File: config.mk
export PLATFORM = sky130hd
export DESIGN_NAME = button_debounce
export DESIGN_NICKNAME = d
export VERILOG_FILES = /design/src/rtl/button_debounce.sv
export SDC_FILE = /design/constraint.sdc
export NUM_CORES = 1
export LEC_CHECK = 0
export ABC_AREA = 1
export CORE_ASPECT_RATIO = 0.9
export CORE_MARGIN = 4
export CORE_UTILIZATION = 59
export CTS_CLUSTER_DIAMETER = 100
export DETAILED_ROUTE_END_ITERATION = 16
export HOLD_SLACK_MARGIN = 0.03
export PLACE_DENSITY_LB_ADDON = 0.25
export REMOVE_ABC_BUFFERS = 1
export SYNTH_ARGS = -nofsm -noshare
export SYNTH_HDL_FRONTEND = slang
export SYNTH_SLANG_ARGS = --single-unit
File: constraint.sdc
create_clock -name clk -period 1.8 [get_ports clk]
set_input_delay 0.36 -clock clk [delete_from_list [all_inputs] [get_ports clk]]
set_output_delay 0.36 -clock clk [all_outputs]
set_load 0.05 [all_outputs]
File: src/rtl/button_debounce.sv
// Push-button debouncer: 2-flop synchronizer, 4-state debounce FSM, press/release/long-press pulses.
// Latency: outputs assert DEBOUNCE_CYCLES+2 edges after the synchronizer first samples a new level.
// Backpressure: none; every output is a free-running registered level or single-cycle pulse.
// Optional feature: define BUTTON_LONG_PRESS_EN to build the hold counter and drive long_press.
module button_debounce #(
  parameter int CLOCK_HZ          = 50_000_000,
  parameter int DEBOUNCE_CYCLES   = CLOCK_HZ / 50,
  parameter int LONG_PRESS_CYCLES = CLOCK_HZ,
  parameter bit ACTIVE_LOW        = 1'b1
) (
  input  logic clk,
  input  logic rst_n,
  input  logic s1_raw,
  output logic s1,
  output logic s1_press,
  output logic s1_release,
  output logic long_press
);

  localparam int              CNT_W    = $clog2(DEBOUNCE_CYCLES);
  localparam logic [CNT_W-1:0] CNT_LAST = CNT_W'(DEBOUNCE_CYCLES - 1);
  // Raw pin level when the button is not pressed; synchronizer resets here.
  localparam logic            IDLE_LVL = ACTIVE_LOW;

  typedef enum logic [1:0] {
    RELEASED      = 2'd0,
    CHECK_PRESS   = 2'd1,
    PRESSED       = 2'd2,
    CHECK_RELEASE = 2'd3
  } state_t;

  logic             sync1_q, sync1_d;
  logic             sync2_q, sync2_d;
  state_t           state_q, state_d;
  logic [CNT_W-1:0] cnt_q, cnt_d;
  logic             s1_q, s1_d;
  logic             press_q, press_d;
  logic             release_q, release_d;
  logic             p;

  // Normalized, synchronized button bit: 1 = pressed.
  assign p = sync2_q ^ ACTIVE_LOW;

  // Debounce FSM: a level change is accepted only after DEBOUNCE_CYCLES stable samples.
  always_comb begin
    sync1_d   = s1_raw;
    sync2_d   = sync1_q;
    state_d   = state_q;
    cnt_d     = cnt_q;
    press_d   = 1'b0;
    release_d = 1'b0;
    case (state_q)
      RELEASED: begin
        cnt_d = '0;
        if (p) state_d = CHECK_PRESS;
      end
      CHECK_PRESS: begin
        if (!p) begin
          state_d = RELEASED;
          cnt_d   = '0;
        end else if (cnt_q == CNT_LAST) begin
          // Counter is cleared rather than incremented so it can never wrap.
          state_d = PRESSED;
          cnt_d   = '0;
          press_d = 1'b1;
        end else begin
          cnt_d = cnt_q + CNT_W'(1);
        end
      end
      PRESSED: begin
        cnt_d = '0;
        if (!p) state_d = CHECK_RELEASE;
      end
      CHECK_RELEASE: begin
        if (p) begin
          state_d = PRESSED;
          cnt_d   = '0;
        end else if (cnt_q == CNT_LAST) begin
          state_d   = RELEASED;
          cnt_d     = '0;
          release_d = 1'b1;
        end else begin
          cnt_d = cnt_q + CNT_W'(1);
        end
      end
      default: begin
        state_d = RELEASED;
        cnt_d   = '0;
      end
    endcase
    s1_d = (state_d == PRESSED) || (state_d == CHECK_RELEASE);
  end

  // Synchronizer, FSM state, debounce counter and registered outputs.
  always_ff @(posedge clk or negedge rst_n) begin
    if (!rst_n) begin
      sync1_q   <= IDLE_LVL;
      sync2_q   <= IDLE_LVL;
      state_q   <= RELEASED;
      cnt_q     <= '0;
      s1_q      <= 1'b0;
      press_q   <= 1'b0;
      release_q <= 1'b0;
    end else begin
      sync1_q   <= sync1_d;
      sync2_q   <= sync2_d;
      state_q   <= state_d;
      cnt_q     <= cnt_d;
      s1_q      <= s1_d;
      press_q   <= press_d;
      release_q <= release_d;
    end
  end

  assign s1         = s1_q;
  assign s1_press   = press_q;
  assign s1_release = release_q;

`ifdef BUTTON_LONG_PRESS_EN
  localparam int               HOLD_W    = $clog2(LONG_PRESS_CYCLES);
  localparam logic [HOLD_W-1:0] HOLD_LAST = HOLD_W'(LONG_PRESS_CYCLES - 1);

  logic [HOLD_W-1:0] hold_q, hold_d;
  logic              long_done_q, long_done_d;
  logic              long_q, long_d;

  // Hold timer: restarts on each accepted press, saturates, and fires long_press once per press.
  always_comb begin
    hold_d      = hold_q;
    long_done_d = long_done_q;
    long_d      = 1'b0;
    if (press_d) begin
      hold_d      = '0;
      long_done_d = 1'b0;
    end else if ((state_q == PRESSED) || (state_q == CHECK_RELEASE)) begin
      if (hold_q == HOLD_LAST) begin
        if (!long_done_q) begin
          long_d      = 1'b1;
          long_done_d = 1'b1;
        end
      end else begin
        hold_d = hold_q + HOLD_W'(1);
      end
    end
  end

  // Hold timer registers.
  always_ff @(posedge clk or negedge rst_n) begin
    if (!rst_n) begin
      hold_q      <= '0;
      long_done_q <= 1'b0;
      long_q      <= 1'b0;
    end else begin
      hold_q      <= hold_d;
      long_done_q <= long_done_d;
      long_q      <= long_d;
    end
  end

  assign long_press = long_q;
`else
  assign long_press = 1'b0;
`endif

endmodule

# --- Word level (Yosys, flattened, before mapping) ---
# Cells that the tools add are included.
classes:
  n_mul: 0
  order_cmp: 0
  add_sub_neg: 1
  n_bitwise: 0
  n_reduce_logical: 3
  n_div: 0
  n_shift: 0
  n_mux: 16
  eq_ne: 6
op_table:
  columns: ["op", "n"]
  rows:
  - ["two-way mux 20 bit", 3]
  - ["case mux 20 bit (3 select lines)", 1]
  - ["adder 20 x 1 -> 20 bit, second input constant", 1]
  - ["== test 20 bit, second input constant", 1]
  - ["two-way mux 2 bit", 6]
  - ["== test 2 bit, second input constant", 4]
  - ["case mux 2 bit (4 select lines)", 1]
  - ["two-way mux 1 bit", 5]
  - ["== test 2 x 1 -> 1 bit, second input constant", 1]
  - ["logical NOT 2 bit", 1]
  - ["OR reduction 2 bit", 1]
  - ["logical OR 1 bit", 1]
totals:
  wordCells: 33
  romBits: 0
  in_bits: 3
  latchBits: 0
  out_inout_bits: 4
  ram_bits: 0
  ff_bits: 27
  memories: 0

# --- Logic depth before layout (Yosys ltp) ---
# Gate-level depths: netlist of run 1.
logic_depth:
  ltp_word: 6
  ltp_mapped: 9
  ltp_nobuf: 8

# --- Worst setup path before layout of run 1 ---
# OpenSTA, ideal clock, no wires.
synth_timing:
  path_type: "register to register"
  start: "register s1 (netlist name)"
  end: "register cnt_q[0]"
  slack_ps: 258
  period_less_slack_ps: 1542
  t_required_ps: 1731
  n_path_buf: 1
  t_arrival_ps: 1473
  setup_ps: 69
  path_stages_with_launch: 8
  cell_sequence: "dfrtp_1 > or2_1 > nand2_1 > nand2_1 > nor2_4 > inv_4 > buf_12 > nor2_2"
synth_rtl:
  columns: ["element", "line_no", "source"]
  rows:
  - ["to (signal assigned)", "108", "cnt_q <= cnt_d;"]
  - ["to (decl)", "35", "logic [CNT_W-1:0] cnt_q, cnt_d;"]

# --- Worst setup path after layout of run 1 ---
layout_timing:
  start: "register cnt_q[0]"
  end: "register cnt_q[10]"
layout_via:
  elab_chain_cells: 4
  word_cells_on_any_way: 6
  classes_between: "add/sub: 1; eq/ne: 1; mux: 4"
layout_rtl:
  columns: ["element", "line_no", "source"]
  rows:
  - ["adder 20 x 1 -> 20 bit or == test 20 bit (tied branches)", null, null]
  - ["two-way mux 20 bit *", "61, 78", null]
  - ["two-way mux 20 bit, on equally long branches", "75, 58", null]
  - ["case mux 20 bit (3 select lines) *", "52", "case (state_q)"]
  - ["via cnt_d[10]", "35", null]
# The timed path passes the listed nets; every way through them passes the cells marked *.

==> flow_metrics.env, run 1 <==
export IMPL_status="finished, final reports clean"
export IMPL_syn2layout_area_growth_pct=7.41
export IMPL_holdWs_ns=0.366
export IMPL_cellPowerDensity_nw_per_um2=649
export IMPL_num_antenna_cells=0
export IMPL_crit_start="cnt_q[0]"
export IMPL_worst_skew_pair_late_latency_ns=0.32
export IMPL_crit_fanout=12
export IMPL_grt_pass1_vias=1134
export IMPL_max_clock_freq_ghz=0.621
export IMPL_syn_avg_cell_area_sq_um=7.47
export IMPL_path_class="register to register"
export IMPL_slew_viol_final=0
export IMPL_firstDrtPassIters=4
export IMPL_clk_pin_slew_ns=0.14
export IMPL_overflow=0
export IMPL_dr_wl_met3_microns=169
export IMPL_wirelength_microns=2870
export IMPL_clockBufferDepth=2
export IMPL_cts_tree="done"
export IMPL_regToRegStartpoint="cnt_q[0]"
export IMPL_setup_viol=0
export IMPL_numCtsBuffers=3
export IMPL_yosys_warnings=0
export IMPL_initial_utilization_pct=65.1
export IMPL_syn_inst=199
export IMPL_globalplace_congestion=0.960
export IMPL_postCtsSetupBuffers=0
export IMPL_required_ns=2.02
export IMPL_finalCriticalPeriod_ns=1.61
export IMPL_netlist_area_sq_um=1490
export IMPL_preCtsSetupSlack_ns=0.156
export IMPL_grt_usage_pct=19.2
export IMPL_yosys_top_cells_area="dfrtp_1 (40%), nand2_1 (15%), nor2_1 (11%)"
export IMPL_synth_edf_count=0
export IMPL_highest_layer="met4"
export IMPL_stdcell_count=234
export IMPL_synth_seq_area_share_pct=43.9
export IMPL_design_area_sq_um=1600
export IMPL_rows=16
export IMPL_synth_area_leader_cell="dfrtp_1"
export IMPL_drc=0
export IMPL_cts_hold_buf=0
export IMPL_cp_end_kind="register"
export IMPL_finalClockSkew_ns=0.00253
export IMPL_arrival_ns=1.84
export IMPL_synthArstFlopShare_pct=100
export IMPL_clock_sinks=26
export IMPL_fin_tns_setup_ns=0
export IMPL_drive_gt1_share_pct=15.0
export IMPL_placed_area_sq_um=1540
export IMPL_yosysTopAreaCellShare_pct=40.4
export IMPL_io_pins=7
export IMPL_place_inst=230
export IMPL_ys_ff_latch=26
export IMPL_fin_nets=212
export IMPL_grt_first_pass_wirelength_microns=5060
export IMPL_rsz0062_at_grt="false"
export IMPL_start_kind="register"
export IMPL_grt_antenna_before_repair=0
export IMPL_grt_max_degree=27
export IMPL_finalCritPeriodShare_pct=89.5
export IMPL_dp_hpwl_microns=2210
export IMPL_ys_flop_type="dfrtp_1"
export IMPL_vias=1255
export IMPL_io_buffers=5
export IMPL_leakagePower_nw=0.636
export IMPL_peakVddDrop_v=0.000991
export IMPL_setup_slack_ns=0.188
export IMPL_hold_path_class="register to register"
export IMPL_die_area_sq_um=3390
export IMPL_wl_met1_microns=1350
export IMPL_fp_dieW_microns=60.9
export IMPL_maxCapViolCount=0
export IMPL_min_delay_start="sync1_q"
export IMPL_root_buffer="clkbuf_4"
export IMPL_avgRoutedWirePerCell_microns=12.3
export IMPL_htree_levels=1
export IMPL_drt_iter0_drc=53
export IMPL_die_height_microns=55.6
export IMPL_finalHoldViolations=0
export IMPL_ys_types=24
export IMPL_wl_met2_microns=1330
export IMPL_drtAntennaViolNets=0
export IMPL_viasPerCell=5.36
export IMPL_coreArea_sq_um=2280
[worst max-delay path, stage by stage, from the launching register on]
cell and delay, ns:
dfrtp_2 0.43, ha_1 0.26, inv_1 0.11, nor2_4 0.17, nand3_2 0.11, nor2_4 0.13
nor2_4 0.09, inv_4 0.16, nor2_1 0.06
[path summary, 6_finish.rpt]
path / end / slack [ns] / depth (start not counted)
setup / recovery: cnt_q[10] / 0.19 / 8
hold / removal: sync2_q / 0.37 / 0
setup reg to reg: cnt_q[10] / 0.19 / 8
hold reg to reg: sync2_q / 0.37 / 0
max in group asynchronous: sync1_q / 1.13 / 2
min in group asynchronous: cnt_q[6] / 0.38 / 2
[through the flow]
step,utilization (%),total power [W]
after floorplan,-,0.000628
after global placement,67.6,0.000648
after detailed placement,67.6,0.000650
after CTS,69.9,0.00105
after global routing,70.0,0.00108
final,70.0,0.00104
[layout by cell type, fill, tap and decap left out, types with 4 or more instances in the layout]
cell and n:
nor2_2 12, buf_4 4, nor3_1 7, nor2_1 42, nand3_1 5, inv_1 17, xor2_1 6, nand2_1 59
dfrtp_1 23
[layer usage]
layer	global-route usage, %	vias to the layer above
met5	0	-
met4	3.10	0
met3	4.64	6
met2	27.9	36
met1	29.4	593
li1	-	620
[report_power, final]
part,leakage [nW],total [W],switching (W),internal [W]
logic,0.257,0.0000415,0.0000305,0.0000110
clock network,0.0279,0.000398,0.000173,0.000225
registers,0.352,0.000597,0.00000501,0.000592
total,0.636,0.00104,0.000209,0.000828
[state kept, by name, indices dropped and copies added (netlist names)]
name	cells
s1_release	1
s1_press	1
state_q	1
s1	1
sync2_q	1
sync1_q	1
cnt_q	20
[layout make-up]
type | instances | area (sq um)
multi-input cells | 153 | 736
fillers | 182 | 686
flip-flops and latches | 26 | 654
inverters | 18 | 70.1
repair buffers | 6 | 50.0
well taps | 27 | 33.8
clock inverters | 1 | 30.0
clock buffers | 3 | 22.5
[synth_stat cells (3+ instances only)]
library cell	n
xor2_1	6
nand2_1	59
xnor2_1	3
inv_1	17
nor2_2	12
nor3_1	7
nand3_1	5
nor2_4	3
nor2_1	42
nand4_1	3
dfrtp_1	24
o21ai_0	3
[timing repair]
action,in CTS,in global routing
setup endpoints to repair,0,2
gates resized for setup,0,1
hold endpoints to repair,0,0
[cells by family (layout without fill, tap and decap cells)]
logic type,count (synthesis),in the layout,share of synthesized area (%)
and+or+nand+nor,137,137,41.2
DFF,26,26,43.9
buffers and inverters,20,28,6.57
xor gates and xnor gates,9,9,5.30
AOI/OAI and AO/OA,5,5,1.85
adders and majority gates,1,1,0.842
other,1,1,0.252
Power figures use the tool's default switching activity.
==> inputs of run 2 (changes only) <==
- PLACE_DENSITY: default -> 0.84
- PLACE_DENSITY_LB_ADDON: 0.25 -> default
==> flow_metrics.env, run 2 (synthesized netlist as in run 1, its figures left out) <==
export IMPL_status="finished, final reports clean"
export IMPL_maxCapViolCount=0
export IMPL_grt_antenna_before_repair=0
export IMPL_drtAntennaViolNets=0
export IMPL_path_class="register to register"
export IMPL_start_kind="register"
export IMPL_viasPerCell=5.26
export IMPL_fin_nets=212
export IMPL_num_antenna_cells=0
export IMPL_crit_fanout=12
export IMPL_firstDrtPassIters=4
export IMPL_largest_register="cnt_q"
export IMPL_numCtsBuffers=3
export IMPL_rows=16
export IMPL_cp_end_kind="register"
export IMPL_grt_first_pass_wirelength_microns=4880
export IMPL_largest_register_ffs=20
export IMPL_cts_hold_buf=0
export IMPL_drc=0
export IMPL_cellPowerDensity_nw_per_um2=567
export IMPL_clockBufferDepth=2
export IMPL_setup_viol=0
export IMPL_cts_resized=0
export IMPL_die_area_sq_um=3390
export IMPL_vias=1230
export IMPL_fin_tns_setup_ns=0
export IMPL_io_pins=7
export IMPL_peakVddDrop_v=0.000450
export IMPL_wirelength_microns=2810
export IMPL_die_height_microns=55.6
export IMPL_nFillCells=190
export IMPL_postCtsSetupBuffers=0
export IMPL_dp_hpwl_microns=2220
export IMPL_drive_gt1_share_pct=14.0
export IMPL_arrival_ns=1.85
export IMPL_globalplace_congestion=0.958
export IMPL_finalCritPeriodShare_pct=90.0
export IMPL_clk_pin_slew_ns=0.13
export IMPL_htree_levels=1
export IMPL_initial_utilization_pct=65.1
export IMPL_io_buffers=5
export IMPL_final_cell_mix="nand2_1 (59), nor2_1 (42), dfrtp_1 (24)"
export IMPL_clock_sinks=26
export IMPL_preCtsSetupSlack_ns=0.185
export IMPL_grt_usage_pct=18.7
export IMPL_grt_pass1_vias=1122
export IMPL_rsz0062_at_grt="false"
export IMPL_max_clock_freq_ghz=0.618
export IMPL_finalClockSkew_ns=0.00299
export IMPL_hold_path_class="register to register"
export IMPL_required_ns=2.03
export IMPL_setup_slack_ns=0.181
export IMPL_slew_viol_final=0
export IMPL_coreArea_sq_um=2280
export IMPL_syn2layout_area_growth_pct=5.56
export IMPL_grt_max_degree=27
export IMPL_finalHoldViolations=0
export IMPL_fp_dieW_microns=60.9
export IMPL_drt_iter0_drc=41
export IMPL_cts_tree="done"
export IMPL_overflow=0
export IMPL_finalCriticalPeriod_ns=1.62
export IMPL_leakagePower_nw=0.625
export IMPL_worst_skew_pair_late_latency_ns=0.32
export IMPL_final_common_cell="nand2_1"
export IMPL_root_buffer="clkbuf_4"
export IMPL_avgRoutedWirePerCell_microns=12.0
[run 2: cell count changes in the layout (fill, tap and decap cells not counted), sizes merged]
cell	change
clkbuf	+1
bufinv	-1
[run 2: power breakdown]
part | switching (W) | leakage (nW) | internal, W
clock | 0.000166 | 0.0150 | 0.0000869
sequential | 0.00000496 | 0.353 | 0.000591
combinational | 0.0000301 | 0.257 | 0.0000110
total | 0.000201 | 0.625 | 0.000689
[run 2: through the flow]
step	instances	utilization (%)	area, sq um	power (W)	hold slack, ns
after floorplan	197	-	1460	0.000628	0.0644
after global placement	230	67.6	1540	0.000648	0.346
after detailed placement	230	67.6	1540	0.000650	0.350
after CTS	234	68.8	1570	0.000904	0.369
after global routing	234	68.8	1570	0.000928	0.374
final	234	68.8	1570	0.000890	0.367
[run 2: worst paths after layout]
check                              start       end  slack, ns  cells after the start
worst max register to register  cnt_q[0]  cnt_q[2]       0.18                      8
min in group asynchronous          rst_n  cnt_q[5]       0.38                      2
worst min register to register   sync1_q   sync2_q       0.37                      0
worst max-delay path            cnt_q[0]  cnt_q[2]       0.18                      8
max in group asynchronous          rst_n   sync2_q       1.13                      2
worst min-delay path             sync1_q   sync2_q       0.37                      0
[run 2: routing by layer]
metal / part of all wire (%) / vias up / global-route usage, %
met2: 43 / 36 / 26.6
met5: 0 / - / 0
met4: 2.9 / 0 / 6.81
li1: - / 624 / -
met1: 48 / 555 / 26.8
met3: 5.4 / 15 / 5.10
[run 2: layout make-up]
type / instances / area, sq um / area share (%)
multi-input cells: 153 / 736 / 46.9
inverters: 18 / 70.1 / 4.47
clock buffers: 4 / 26.3 / 1.67
flip-flops and latches: 26 / 653 / 41.6
repair buffers: 6 / 50.0 / 3.19
well taps: 27 / 33.8 / 2.15
[run 2: worst max-delay path, cell delays in order, from the launching register on]
cell and delay [ns]:
dfrtp_1 0.44, ha_1 0.26, inv_1 0.11, nor2_4 0.16, nand3_2 0.11, nor2_4 0.13, nor2_4 0.08, inv_4 0.16
nor2_1 0.06
